==> config.mk <==
export PLATFORM = sky130hd
export DESIGN_NAME = pwm_meter
export DESIGN_NICKNAME = d
export VERILOG_FILES = /design/src/rtl/pwm_meter.sv
export SDC_FILE = /design/constraint.sdc
export NUM_CORES = 1
export LEC_CHECK = 0
export BUFFER_PORTS_ARGS = -buffer_cell sky130_fd_sc_hd__buf_2
export CORE_ASPECT_RATIO = 1.4
export CORE_MARGIN = 2
export CORE_UTILIZATION = 55
export DETAILED_ROUTE_END_ITERATION = 8
export PLACE_DENSITY_LB_ADDON = 0.12
export SLEW_MARGIN = 20
export SYNTH_ARGS = -nofsm -noshare
export SYNTH_HDL_FRONTEND = slang
export SYNTH_SLANG_ARGS = --single-unit
export TNS_END_PERCENT = 10
==> constraint.sdc <==
create_clock -name clk -period 4.01 [get_ports clk]
set_clock_uncertainty 0.1 [all_clocks]
set_input_delay 0.6015 -clock clk [delete_from_list [all_inputs] [get_ports clk]]
set_output_delay 0.6015 -clock clk [all_outputs]
set_load 0.02 [all_outputs]
==> src/rtl/pwm_meter.sv <==
// Measures period, high time and duty cycle of an asynchronous PWM input,
// flagging a stuck input after TIMEOUT cycles without a rising edge.
module pwm_meter #(
  parameter int WIDTH   = 26,
  parameter int TIMEOUT = 50_000_000
) (
  input  logic             clk,
  input  logic             reset,
  input  logic             enable,
  input  logic             pwm_in,
  output logic [WIDTH-1:0] period,
  output logic [WIDTH-1:0] high_time,
  output logic [6:0]       duty,
  output logic             valid,
  output logic             stuck
);
  localparam int NW = WIDTH + 7;
  localparam int BW = $clog2(NW);
  localparam logic [WIDTH-1:0] TMO = WIDTH'(TIMEOUT);

  typedef enum logic [1:0] {IDLE, MEASURE, DIVIDE} state_t;
  state_t state_reg, state_next;

  logic             sync1_reg, pwm_s_reg, pwm_d_reg;
  logic [WIDTH-1:0] cnt_reg, hi_lat_reg, per_reg, rem_reg;
  logic [NW-1:0]    num_reg, quo_reg;
  logic [BW-1:0]    bit_reg;

  logic             rise, fall, timeout, div_done, ge;
  logic [WIDTH:0]   trial;
  logic [WIDTH-1:0] diff;
  logic [NW-1:0]    quo_next;
  logic [6:0]       duty_sat;

  // The synchronizer keeps running while disabled so no edge is invented on re-enable.
  always_ff @(posedge clk) begin
    if (reset) begin
      sync1_reg <= 1'b0;
      pwm_s_reg <= 1'b0;
      pwm_d_reg <= 1'b0;
    end else begin
      sync1_reg <= pwm_in;
      pwm_s_reg <= sync1_reg;
      pwm_d_reg <= pwm_s_reg;
    end
  end

  assign rise = pwm_s_reg & ~pwm_d_reg;
  assign fall = ~pwm_s_reg & pwm_d_reg;

  // Once stuck is reported from IDLE, the held count must not report again.
  assign timeout  = (cnt_reg == TMO) && !rise &&
                    (state_reg == MEASURE || (state_reg == IDLE && !stuck));
  assign div_done = (state_reg == DIVIDE) && (bit_reg == '0);

  // One restoring division step: bring down the next numerator bit.
  assign trial    = {rem_reg, num_reg[NW-1]};
  assign ge       = trial >= {1'b0, per_reg};
  assign diff     = trial[WIDTH-1:0] - per_reg;
  assign quo_next = {quo_reg[NW-2:0], ge};
  assign duty_sat = (quo_next > NW'(100)) ? 7'd100 : quo_next[6:0];

  always_ff @(posedge clk) begin
    if (reset) state_reg <= IDLE;
    else       state_reg <= state_next;
  end

  always_comb begin
    state_next = state_reg;
    if (enable) begin
      case (state_reg)
        IDLE:    if (rise) state_next = MEASURE;
        MEASURE: begin
          if (rise)         state_next = DIVIDE;
          else if (timeout) state_next = IDLE;
        end
        DIVIDE:  if (div_done) state_next = MEASURE;
        default: state_next = IDLE;
      endcase
    end
  end

  always_ff @(posedge clk) begin
    if (reset) begin
      cnt_reg    <= '0;
      hi_lat_reg <= '0;
      per_reg    <= '0;
      rem_reg    <= '0;
      num_reg    <= '0;
      quo_reg    <= '0;
      bit_reg    <= '0;
      period     <= '0;
      high_time  <= '0;
      duty       <= '0;
      valid      <= 1'b0;
      stuck      <= 1'b0;
    end else begin
      valid <= 1'b0;
      if (enable) begin
        if (rise)                 cnt_reg <= WIDTH'(1);
        else if (cnt_reg != TMO)  cnt_reg <= cnt_reg + 1'b1;

        if (fall && state_reg != IDLE) hi_lat_reg <= cnt_reg;

        if (state_reg == MEASURE && rise) begin
          per_reg <= cnt_reg;
          num_reg <= NW'(hi_lat_reg) * NW'(100);
          rem_reg <= '0;
          quo_reg <= '0;
          bit_reg <= BW'(NW - 1);
        end

        if (state_reg == DIVIDE) begin
          rem_reg <= ge ? diff : trial[WIDTH-1:0];
          num_reg <= num_reg << 1;
          quo_reg <= quo_next;
          bit_reg <= bit_reg - 1'b1;
          if (div_done) begin
            period    <= per_reg;
            high_time <= hi_lat_reg;
            duty      <= duty_sat;
            valid     <= 1'b1;
            stuck     <= 1'b0;
          end
        end

        if (timeout) begin
          period    <= '0;
          high_time <= '0;
          duty      <= pwm_s_reg ? 7'd100 : 7'd0;
          valid     <= 1'b1;
          stuck     <= 1'b1;
        end
      end
    end
  end
endmodule

Word-level counts from Yosys, hierarchy flattened
Index checks and enable logic that the tools add are counted.
Widths: inputs -> output; s select.
Word-level totals
  output and inout port bits: 61
  input port bits: 4
  register bits: 241
  logic and storage cells: 90
Cells by class
  equality and inequality tests: 7
  reduce and logical (&&, ||, !) cells: 23
  magnitude comparators: 2
  bitwise operators: 5
  add/sub/neg operators: 3
  $mul: 1
  mux-type cells: 33
Operators with widths (count)
  $mux 26: 11
  $mux 33: 2
  $mux 32: 2
  $mux 7: 5
  $gt 33x7->1 const B: 1
  $mul 26x5->31 const B: 1
  $ge 27x26->1: 1
  $add 26x1->26 const B: 1
  $eq 26x26->1 const B: 1
  $ne 26x26->1 const B: 1
  $sub 26x26->26: 1
  $mux 6: 2
  $reduce_bool 2->1: 5
  $mux 2: 4
  $reduce_and 2->1: 4
  $logic_and 1x1->1: 6
  $logic_not 6->1: 1
  $mux 1: 6
  $pmux 2 s3: 1
  $sub 6x1->6 const B: 1
  $ne 2x2->1 const B: 2
  $reduce_and 4->1: 1
  $ne 3x3->1 const B: 1
  $not 1->1: 3
  other kinds (8): 10

Depth between registers and ports, before layout
Gate-level depths: netlist of the first run.
  depth after elaboration: 8
  mapped depth: 16
  depth with buffers taken out: 15

Least setup slack after synthesis of the first run
OpenSTA, ideal clock, no wires.
  kind: reg-to-reg
  from: register hi_lat_reg[6]
  to: register num_reg[31]
  cell stages (with the launch flop): 16
  slack: 214 ps
  arrival: 3592 ps
  clock period less this slack: 3796 ps
  library setup time: 103 ps
  buffers on the path: 0
  data required time: 3807 ps
  cells stage by stage: dfxtp_1 > ha_1 > ha_1 > inv_1 > fa_1 > inv_1 > ha_1 > or3_4 > or2_0 > a41o_1 > a21oi_4 > o41ai_2 > nand3_1 > a41oi_1 > mux2i_1 > a2111oi_2
On the way
  longest elaborated chain between the ends: 3
RTL lines
  from (decl): RTL line 25  | logic [WIDTH-1:0] cnt_reg, hi_lat_reg, per_reg, rem_reg;
  from (signal assigned): RTL line 103  | if (fall && state_reg != IDLE) hi_lat_reg <= cnt_reg;
  $mul 26x5->31: RTL line 107  | num_reg <= NW'(hi_lat_reg) * NW'(100);
  $mux 33: RTL line 105  | if (state_reg == MEASURE && rise) begin
  $mux 33: RTL line 113  | if (state_reg == DIVIDE) begin
  to (signal assigned): RTL line 107
  to (signal assigned): RTL line 115  | num_reg <= num_reg << 1;
  to (decl): RTL line 26  | logic [NW-1:0] num_reg, quo_reg;
Every way passes these cells. The select of a mux whose other input is x is not followed.
A chain may end at the register's enable or synchronous reset.

Final worst setup path of the first run
  from: register hi_lat_reg[4]
  to: register num_reg[25]
The elaborated chain is that of the path after synthesis.

==> impl_metrics.ini, run 1 <==
[place]
place_congestion = 0.885
dp_cells = 2038
portBuffers = 64
postPlaceCellArea_um2 = 14200
pre_cts_slack_ps = 30.9
post-dp-hpwl_um = 24800

[clock_network]
postCtsHoldBufs = 0
root_buffer = clkbuf_16
cts_num_sinks = 239
cts_tree = yes
clk_pin_slew_ps = 60
clock_latency_ps = 530
cts_htree_levels = 1
numCtsBuffers = 24
cts_buffer_depth = 3

[grt]
busiest_layer = met2
grt_usage_pct = 26.7
grt_pass1_vias = 11400
grt_pass1_wl_um = 56300
grtUsageMet1_pct = 31.0
grt_max_degree = 103
use_met3_pct = 3.41
grt_use_met2_pct = 49.0
grt.overflow.total = 0
antenna_found_initial = 0

[synth]
synth_common_cells = nand2_1, dfxtp_1, a21oi_1
ys_ff_latch = 239
synthesis.nets = 1852
synth-warning-count = 0
synthFlopType = dfxtp_1
synthArstFlopShare_pct = 0
yosysTopAreaCellShare_pct = 35.2
seq_area_frac_synth_pct = 35.2
synth_enable_flop_cells = 0
synth_cell_types = 76
yosysMostFrequentCell = nand2_1
synth_top_area_cell = dfxtp_1
synthCells = 1715
syn-cell-area_um2 = 13600
synth.area.top_cells = dfxtp_1, ha_1, nand2_1
avgSynthCellArea_um2 = 7.92

[worst_setup_path]
crit_required_ps = 4340
cp_max_fo = 4
end_kind = flip-flop
r2r_start = hi_lat_reg[4]
worst-endpoint-arrival_ps = 4210
start_kind = flip-flop
cp-startpoint = hi_lat_reg[4]
path_class = reg2reg

[final_layout]
fin_cells = 2086
drive_gt1_share_pct = 10.6
postLayoutCoreUtil_pct = 61.7
largest_reg_flops = 32
insertedDiodeCount = 0
stdcell_area_um2 = 15100
fin_nets = 1893
area_growth_pct = 11.4

[drt]
wire_per_inst_um = 16.4
drtPass1Iterations = 5
drc = 0
wl_um = 34300
drt_iter0_markers = 585
via_per_inst = 5.72
ant_nets = 0
via_count = 11900

[floorplanning]
die-area_um2 = 26000
initial_core_util_pct = 55.4
die_w_um = 137
io_pins = 65
fp-row-count = 68
die_y_um = 190
core_region_area_um2 = 24500

[timing]
relSlewSlack_pct = 34.9
max_freq_mhz = 258
rsz0062_at_grt = yes
slew_viol_final = 0
tightest_slew_ps = 976
hold_violations = 0
setup_viol = 0
period_share_pct = 96.8
fin_crit_ps = 3880
worst_slack_ps = 128

[run]
maxCapViolCount = 0

[outcome]
status = completed

[power_and_ir_drop]
p_per_area_nw_per_um2 = 313
power.leakage_uw = 0.00643
peakVddDrop_v = 0.000309

[hold_path]
hp-class = in2reg
worstHoldStart = pwm_in
==> logic make-up (layout without fill, tap and decap cells) <==
logic type / Yosys count / after routing / synth area share, %
adder cells (fa/ha/maj): 133 / 133 / 13.5
multiplexers: 17 / 17 / 1.25
AO/OA/AOI/OAI: 392 / 392 / 17.7
buffers and inverters: 240 / 296 / 7.09
XOR/XNOR: 67 / 67 / 4.32
flip-flops: 239 / 239 / 35.2
AND/OR/NAND/NOR: 627 / 627 / 20.9
==> worst max-delay path: stages (launching register included) <==
cell	delay, ps
dfxtp_2	340
ha_1	290
ha_1	280
inv_1	50
fa_1	500
inv_1	40
ha_1	200
or3_4	410
or2_1	230
a41o_1	270
a21oi_4	150
buf_4	160
o21bai_4	70
a41oi_4	180
o21bai_1	110
xnor2_1	130
a221oi_1	260
==> power breakdown <==
part           leakage, uW  switching, uW  internal, uW
Sequential         0.00193           7.84          2380
Clock             0.000391            949          1320
Combinational      0.00411           66.0          16.7
==> per-layer routing <==
layer,up-vias,wire length (um)
li1,5958,-
met1,5657,13900
met2,229,17900
met3,80,1150
met4,0,1300
met5,-,0
==> per-stage QoR <==
stage	TNS, ps	hold WS (ps)	power [uW]
6_report	0	189	4740
5_1_grt	-264	183	4880
4_1_cts	0	174	4780
3_5_place_dp	0	324	2520
3_3_place_gp	0	325	2520
2_1_floorplan	0	314	2500
==> final cells by class <==
class | count | area (um2)
multi-input combinational | 1236 | 7920
tap | 315 | 394
fill | 2239 | 9380
clock buffer | 29 | 671
timing repair buffer | 111 | 679
clock inverter | 12 | 123
inverter | 144 | 541
sequential | 239 | 4790
==> final timing paths <==
| kind | endpoint | slack [ps] | cells past startpoint |
|---|---|---|---|
| min reg2reg | pwm_s_reg | 340 | 1 |
| max reg2reg | num_reg[25] | 130 | 16 |
| min | sync1_reg | 190 | 2 |
| max | num_reg[25] | 130 | 16 |
==> cells in the final DEF (no fill, tap or decap), types with 38 or more instances in the layout <==
cell type	count
buf_4	47
nand2_1	297
nor2_1	98
o21ai_0	63
inv_1	144
nand3_1	106
buf_2	63
dfxtp_1	233
a21oi_1	197
xnor2_1	38
ha_1	109
==> timing repair <==
| action | 4_1_cts | 5_1_grt |
|---|---|---|
| cloned | 0 | 0 |
| setup endpoints to repair | 1 | 8 |
| setup buffers | 0 | 7 |
| resized for setup | 1 | 17 |
| pin swaps | 0 | 11 |
Note: power is estimated with default switching activity, not from simulation.
==> run 2, diff against run 1 <==
--- a/config.mk
+++ b/config.mk
@@ -5,6 +5,7 @@
 export SDC_FILE = /design/constraint.sdc
 export NUM_CORES = 1
 export LEC_CHECK = 0
+export ABC_AREA = 1
 export BUFFER_PORTS_ARGS = -buffer_cell sky130_fd_sc_hd__buf_2
 export CORE_ASPECT_RATIO = 1.4
 export CORE_MARGIN = 2
==> run 2 against run 1 <==
- the run now ends with DRC left
- count of clock-buffer cells in the layout is 1 higher
- final cell count grew 17%
- worst setup slack better by 300 ps
- wire length is 21% higher
- non-clock buffer count is 29 lower
- sequential power grew 2%
- highest routed layer unchanged
- combinational power increased to 8.0 times the previous value
- clock power increased by 10%
- first-iteration DRC count rose by 53%
- global-route usage increased by 3.8 points
==> impl_metrics.ini, run 2 <==
[grt]
grt_pass1_wl_um = 67300
antenna_found_initial = 0
grt_max_degree = 85
grt_pass1_vias = 13200
grt_usage_pct = 30.5
grt.overflow.total = 0

[timing]
rsz0062_at_grt = no
setup_viol = 0
hold_violations = 0
relSlewSlack_pct = 36.1
max_freq_mhz = 279
slew_viol_final = 0
setup-tns-final_ps = 0
tightest_slew_ps = 958
period_share_pct = 89.3
fin_crit_ps = 3580

[run]
maxCapViolCount = 0

[final_layout]
stdcell_area_um2 = 15700
area_growth_pct = 9.76
nFillCells = 2410
final_cell_mix = nand2_1, a21oi_1, inv_1
mostFrequentLayoutCell = nand2_1
fin_nets = 2232
multi_input_area_um2 = 8180
drive_gt1_share_pct = 7.53
fin_cells = 2431
largest_reg_flops = 32
final-seq-area_um2 = 4780
insertedDiodeCount = 0

[drt]
via_per_inst = 5.57
ant_nets = 0
via_count = 13500
wl_um = 41500
drc = 5
drt_iter0_markers = 896
wire_per_inst_um = 17.1
drtPass1Iterations = 9

[floorplanning]
fp-row-count = 69
die_y_um = 195
die_w_um = 140
core_region_area_um2 = 25500
io_pins = 65
die-area_um2 = 27300
initial_core_util_pct = 56.1

[clock_network]
postCtsHoldBufs = 0
cts_tree = yes
clk_pin_slew_ps = 60
cts_num_sinks = 239
clock_latency_ps = 540
cts_resized = 0
cts_setup_buffers = 0
cts_htree_levels = 1
root_buffer = clkbuf_16
numCtsBuffers = 25
cts_buffer_depth = 3

[worst_setup_path]
path_class = reg2reg
crit_top_cell = nand2_1
slowest_stage = fa_1
cpPeakStageDelay_ps = 500
r2r_start = hi_lat_reg[5]
start_kind = flip-flop
end_kind = flip-flop
crit_chain = ha_1 -> ha_1 -> inv_1 -> fa_1 -> inv_1 -> ha_1 -> a21oi_1 -> nor2_1 -> nor2_1 -> nand2_1 -> nand2_1 -> nand2_1 -> nand2_1 -> nand2_1 -> or2_2 -> nand3_1 -> a21oi_1
worst-endpoint-arrival_ps = 3900
crit_required_ps = 4330
rrSetupSlack_ps = 430
r2r_end = num_reg[19]
cp_max_fo = 6
rr_worst_depth = 17

[place]
postPlaceCellArea_um2 = 14800
portBuffers = 64
place_congestion = 1.00
dp_cells = 2387
post-dp-hpwl_um = 31400

[synth]
synthCells = 2068
synthesis.nets = 2205
avgSynthCellArea_um2 = 6.90
synth-warning-count = 0
synth_cell_types = 44
seq_area_frac_synth_pct = 33.5
synth.area.top_cells = dfxtp_1, nand2_1, a21oi_1
yosysTopAreaCellShare_pct = 33.5
synth_enable_flop_cells = 0
yosysMostFrequentCell = nand2_1
synth_top_area_cell = dfxtp_1
ys_ff_latch = 239
synthArstFlopShare_pct = 0
syn-cell-area_um2 = 14300
synth_common_cells = nand2_1, a21oi_1, inv_1
synthFlopType = dfxtp_1

[power_and_ir_drop]
p_per_area_nw_per_um2 = 357
power.leakage_uw = 0.00720
peakVddDrop_v = 0.000275

[outcome]
violations = DRC
status = finished, violations left

[hold_path]
min_to = sync1_reg
hold_depth = 3
worstHoldStart = pwm_in
hp-class = in2reg
run 2: final cells by class:
type | instances | area share (%)
Clock inverter | 14 | 1.28
Clock buffer | 30 | 4.24
Inverter | 262 | 6.28
Timing Repair Buffer | 82 | 2.92
Multi-Input combinational cell | 1485 | 52.2
Tap cell | 319 | 2.55
Sequential cell | 239 | 30.5
run 2: metrics by stage:
step / hold slack, ps / util, % / power, uW / setup WS, ps
after floorplan: 288 / - / 2970 / 928
after global placement: 298 / 58.1 / 3130 / 449
after detailed placement: 305 / 58.1 / 3140 / 415
after CTS: 160 / 61.5 / 5620 / 418
after global routing: 191 / 61.5 / 5800 / 161
final: 178 / 61.5 / 5590 / 427
run 2: worst max-delay path by stage:
stage | startpoint | to | slack (ps) | cells past startpoint
after floorplan | hi_lat_reg[6] | num_reg[16] | 930 | 15
final | hi_lat_reg[5] | num_reg[19] | 430 | 17
after global routing | hi_lat_reg[4] | num_reg[16] | 160 | 15
after detailed placement | hi_lat_reg[5] | num_reg[19] | 420 | 17
after global placement | hi_lat_reg[5] | num_reg[19] | 450 | 17
after CTS | hi_lat_reg[5] | num_reg[19] | 420 | 17
run 2: logic make-up after synthesis:
group | after synthesis | share of synthesized area, %
XOR/XNOR | 32 | 1.96
adder cells (fa/ha/maj) | 133 | 12.8
flip-flops | 239 | 33.5
buffers and inverters | 344 | 9.33
AND/OR/NAND/NOR | 838 | 24.9
AO/OA/AOI/OAI | 482 | 17.5
run 2: layer usage:
metal / GRT usage, % / vias to the layer above / wire length, um
li1: - / 6822 / -
met1: 34.8 / 6253 / 16400
met2: 56.2 / 359 / 21200
met3: 2.71 / 115 / 1710
met4: 16.0 / 0 / 2250
met5: 0 / - / 0
run 2: power by group:
group	leakage, uW	switching, uW	internal, uW
combinational	0.00485	457	207
clock	0.000424	997	1500
sequential	0.00193	22.4	2400
run 2: critical path, delay by kind of cell, from the launching register on:
kind            cells  cell delay, ps
fa+ha+maj           4            1440
simple gates        9            1010
flops               1             470
compound gates      2             350
buf+inv             2             100
==> run 3, diff against run 2 <==
--- a/config.mk
+++ b/config.mk
@@ -7,9 +7,11 @@
 export LEC_CHECK = 0
 export ABC_AREA = 1
 export BUFFER_PORTS_ARGS = -buffer_cell sky130_fd_sc_hd__buf_2
+export CELL_PAD_IN_SITES_DETAIL_PLACEMENT = 0
+export CELL_PAD_IN_SITES_GLOBAL_PLACEMENT = 1
 export CORE_ASPECT_RATIO = 1.4
 export CORE_MARGIN = 2
-export CORE_UTILIZATION = 55
+export CORE_UTILIZATION = 41
 export DETAILED_ROUTE_END_ITERATION = 8
 export PLACE_DENSITY_LB_ADDON = 0.12
 export SLEW_MARGIN = 20
==> run 3 against run 2 <==
- the flow now finishes without violations
- wire length up 8.5%
- critical path depth fell by 3
- first-iteration DRC count shrank 11%
- global-route usage is 5.6 points lower
- final cell count grew 5.5%
- critical path type unchanged
==> impl_metrics.ini, run 3 (synthesized netlist as in run 2, its figures left out) <==
[place]
pre_cts_slack_ps = 101
postPlaceCellArea_um2 = 15000
place_congestion = 0.935
dp_cells = 2517
portBuffers = 64
post-dp-hpwl_um = 33900

[final_layout]
final-seq-area_um2 = 4780
fin_cells = 2565
stdcell_area_um2 = 16000
largest_reg_flops = 32
nFillCells = 3669
mostFrequentLayoutCell = nand2_1
drive_gt1_share_pct = 7.71
fin_nets = 2231
insertedDiodeCount = 0
final_cell_mix = nand2_1, a21oi_1, inv_1
postLayoutCoreUtil_pct = 46.7
area_growth_pct = 12.0
multi_input_area_um2 = 8180

[drt]
via_per_inst = 5.28
wl_met3_um = 1420
drtPass1Iterations = 5
via_count = 13500
drt_iter0_markers = 794
wl_met1_um = 18800
wl_um = 45100
top_layer = met4
ant_nets = 0
wire_per_inst_um = 17.6
wl_met2_um = 23500
drc = 0

[grt]
grt.overflow.total = 0
grt_max_degree = 85
antenna_found_initial = 0
grt_pass1_wl_um = 71800
grt_usage_pct = 24.9
grt_pass1_vias = 13300

[hold_path]
hp-class = in2reg

[outcome]
status = completed

[worst_setup_path]
slowest_stage = fa_1
cpPeakStageDelay_ps = 500
crit_required_ps = 4330
cp.buffers_inverters = 3
end_kind = flip-flop
path_class = reg2reg
worst-endpoint-arrival_ps = 4080
critical_path.top_delay_family = adder cells
start_kind = flip-flop
cp_max_fo = 5
crit_chain = ha_1 -> ha_1 -> inv_1 -> fa_1 -> inv_1 -> ha_1 -> a21oi_2 -> inv_1 -> a21oi_1 -> o21ai_0 -> a21oi_1 -> nor2_1 -> o21ai_0 -> a21oi_1

[timing]
setup_viol = 0
tightest_slew_ps = 986
relSlewSlack_pct = 34.2
max_freq_mhz = 265
period_share_pct = 94.0
setup-tns-final_ps = 0
hold_violations = 0
slew_viol_final = 0
worst_slack_ps = 241
rsz0062_at_grt = no
fin_crit_ps = 3770

[clock_network]
clk_pin_slew_ps = 70
cts_htree_levels = 1
numCtsBuffers = 26
cts_num_sinks = 239
root_buffer = clkbuf_16
cts_buffer_depth = 3
postCtsHoldBufs = 0
cts_tree = yes
clock_latency_ps = 550

[floorplanning]
die_w_um = 162
initial_core_util_pct = 41.7
core_region_area_um2 = 34200
io_pins = 65
die-area_um2 = 36300
fp-row-count = 80
die_y_um = 225

[power_and_ir_drop]
clkPwrFrac_pct = 48.2
p_switching_uw = 1540
power.leakage_uw = 0.00727
p_per_area_nw_per_um2 = 374
peakVddDrop_v = 0.000278
p_int_uw = 4450
pwr-share-comb_pct = 11.3
p_sw_share_pct = 25.7
p_seq_share_pct = 40.6

[run]
maxCapViolCount = 0
[run 3: cell types whose count changed in the layout (fill, tap and decap cells not counted)]
cell,delta
a21oi_1,-1
a21oi_2,+1
buf_4,-2
bufinv_16,+3
clkbuf_1,-1
clkbuf_16,+2
clkbuf_8,+3
clkinv_2,-4
inv_6,+1
[run 3: per-layer routing]
layer	vias to the layer above	track usage, %
li1	6827	-
met1	6406	29.1
met2	238	47.2
met3	60	2.42
met4	0	8.08
met5	-	0
[run 3: final timing paths]
check                           slack (ps)      startpoint  cells past startpoint     endpoint
worst min register to register         310       sync1_reg                      2    pwm_s_reg
worst max register to register         240  hi_lat_reg[10]                     14  num_reg[20]
worst max-delay path                   240  hi_lat_reg[10]                     14  num_reg[20]
worst min-delay path                   170          pwm_in                      3    sync1_reg
[run 3: cell type report]
class / instances / share of cell area [%]
inverters: 262 / 6.16
repair buffers: 80 / 2.77
well taps: 451 / 3.53
flip-flops and latches: 239 / 29.9
clock buffers: 34 / 4.70
clock inverters: 14 / 1.75
multi-input cells: 1485 / 51.2
[run 3: metrics by stage]
step / power, uW / hold slack [ps]
after detailed placement: 3150 / 308
after floorplan: 2970 / 288
after CTS: 6060 / 142
after global routing: 6230 / 170
final: 5980 / 167
after global placement: 3150 / 306
[run 3: power groups by stage]
stage	combinational, uW	sequential, uW	clock [uW]
3_3_place_gp	672	2480	0
5_1_grt	762	2430	3040
2_1_floorplan	492	2470	0
6_report	673	2430	2880
4_1_cts	677	2430	2950
3_5_place_dp	674	2480	0
[run 3: what timing repair did]
item / 4_1_cts / 5_1_grt
gates resized for setup: 0 / 1
endpoints found under the hold margin: 0 / 0
endpoints found under the setup margin: 0 / 1
setup buffers: 0 / 0
[run 3: worst min-delay path: stages]
cell    delay, ps
buf_2          80
inv_1          30
nor2_1         70
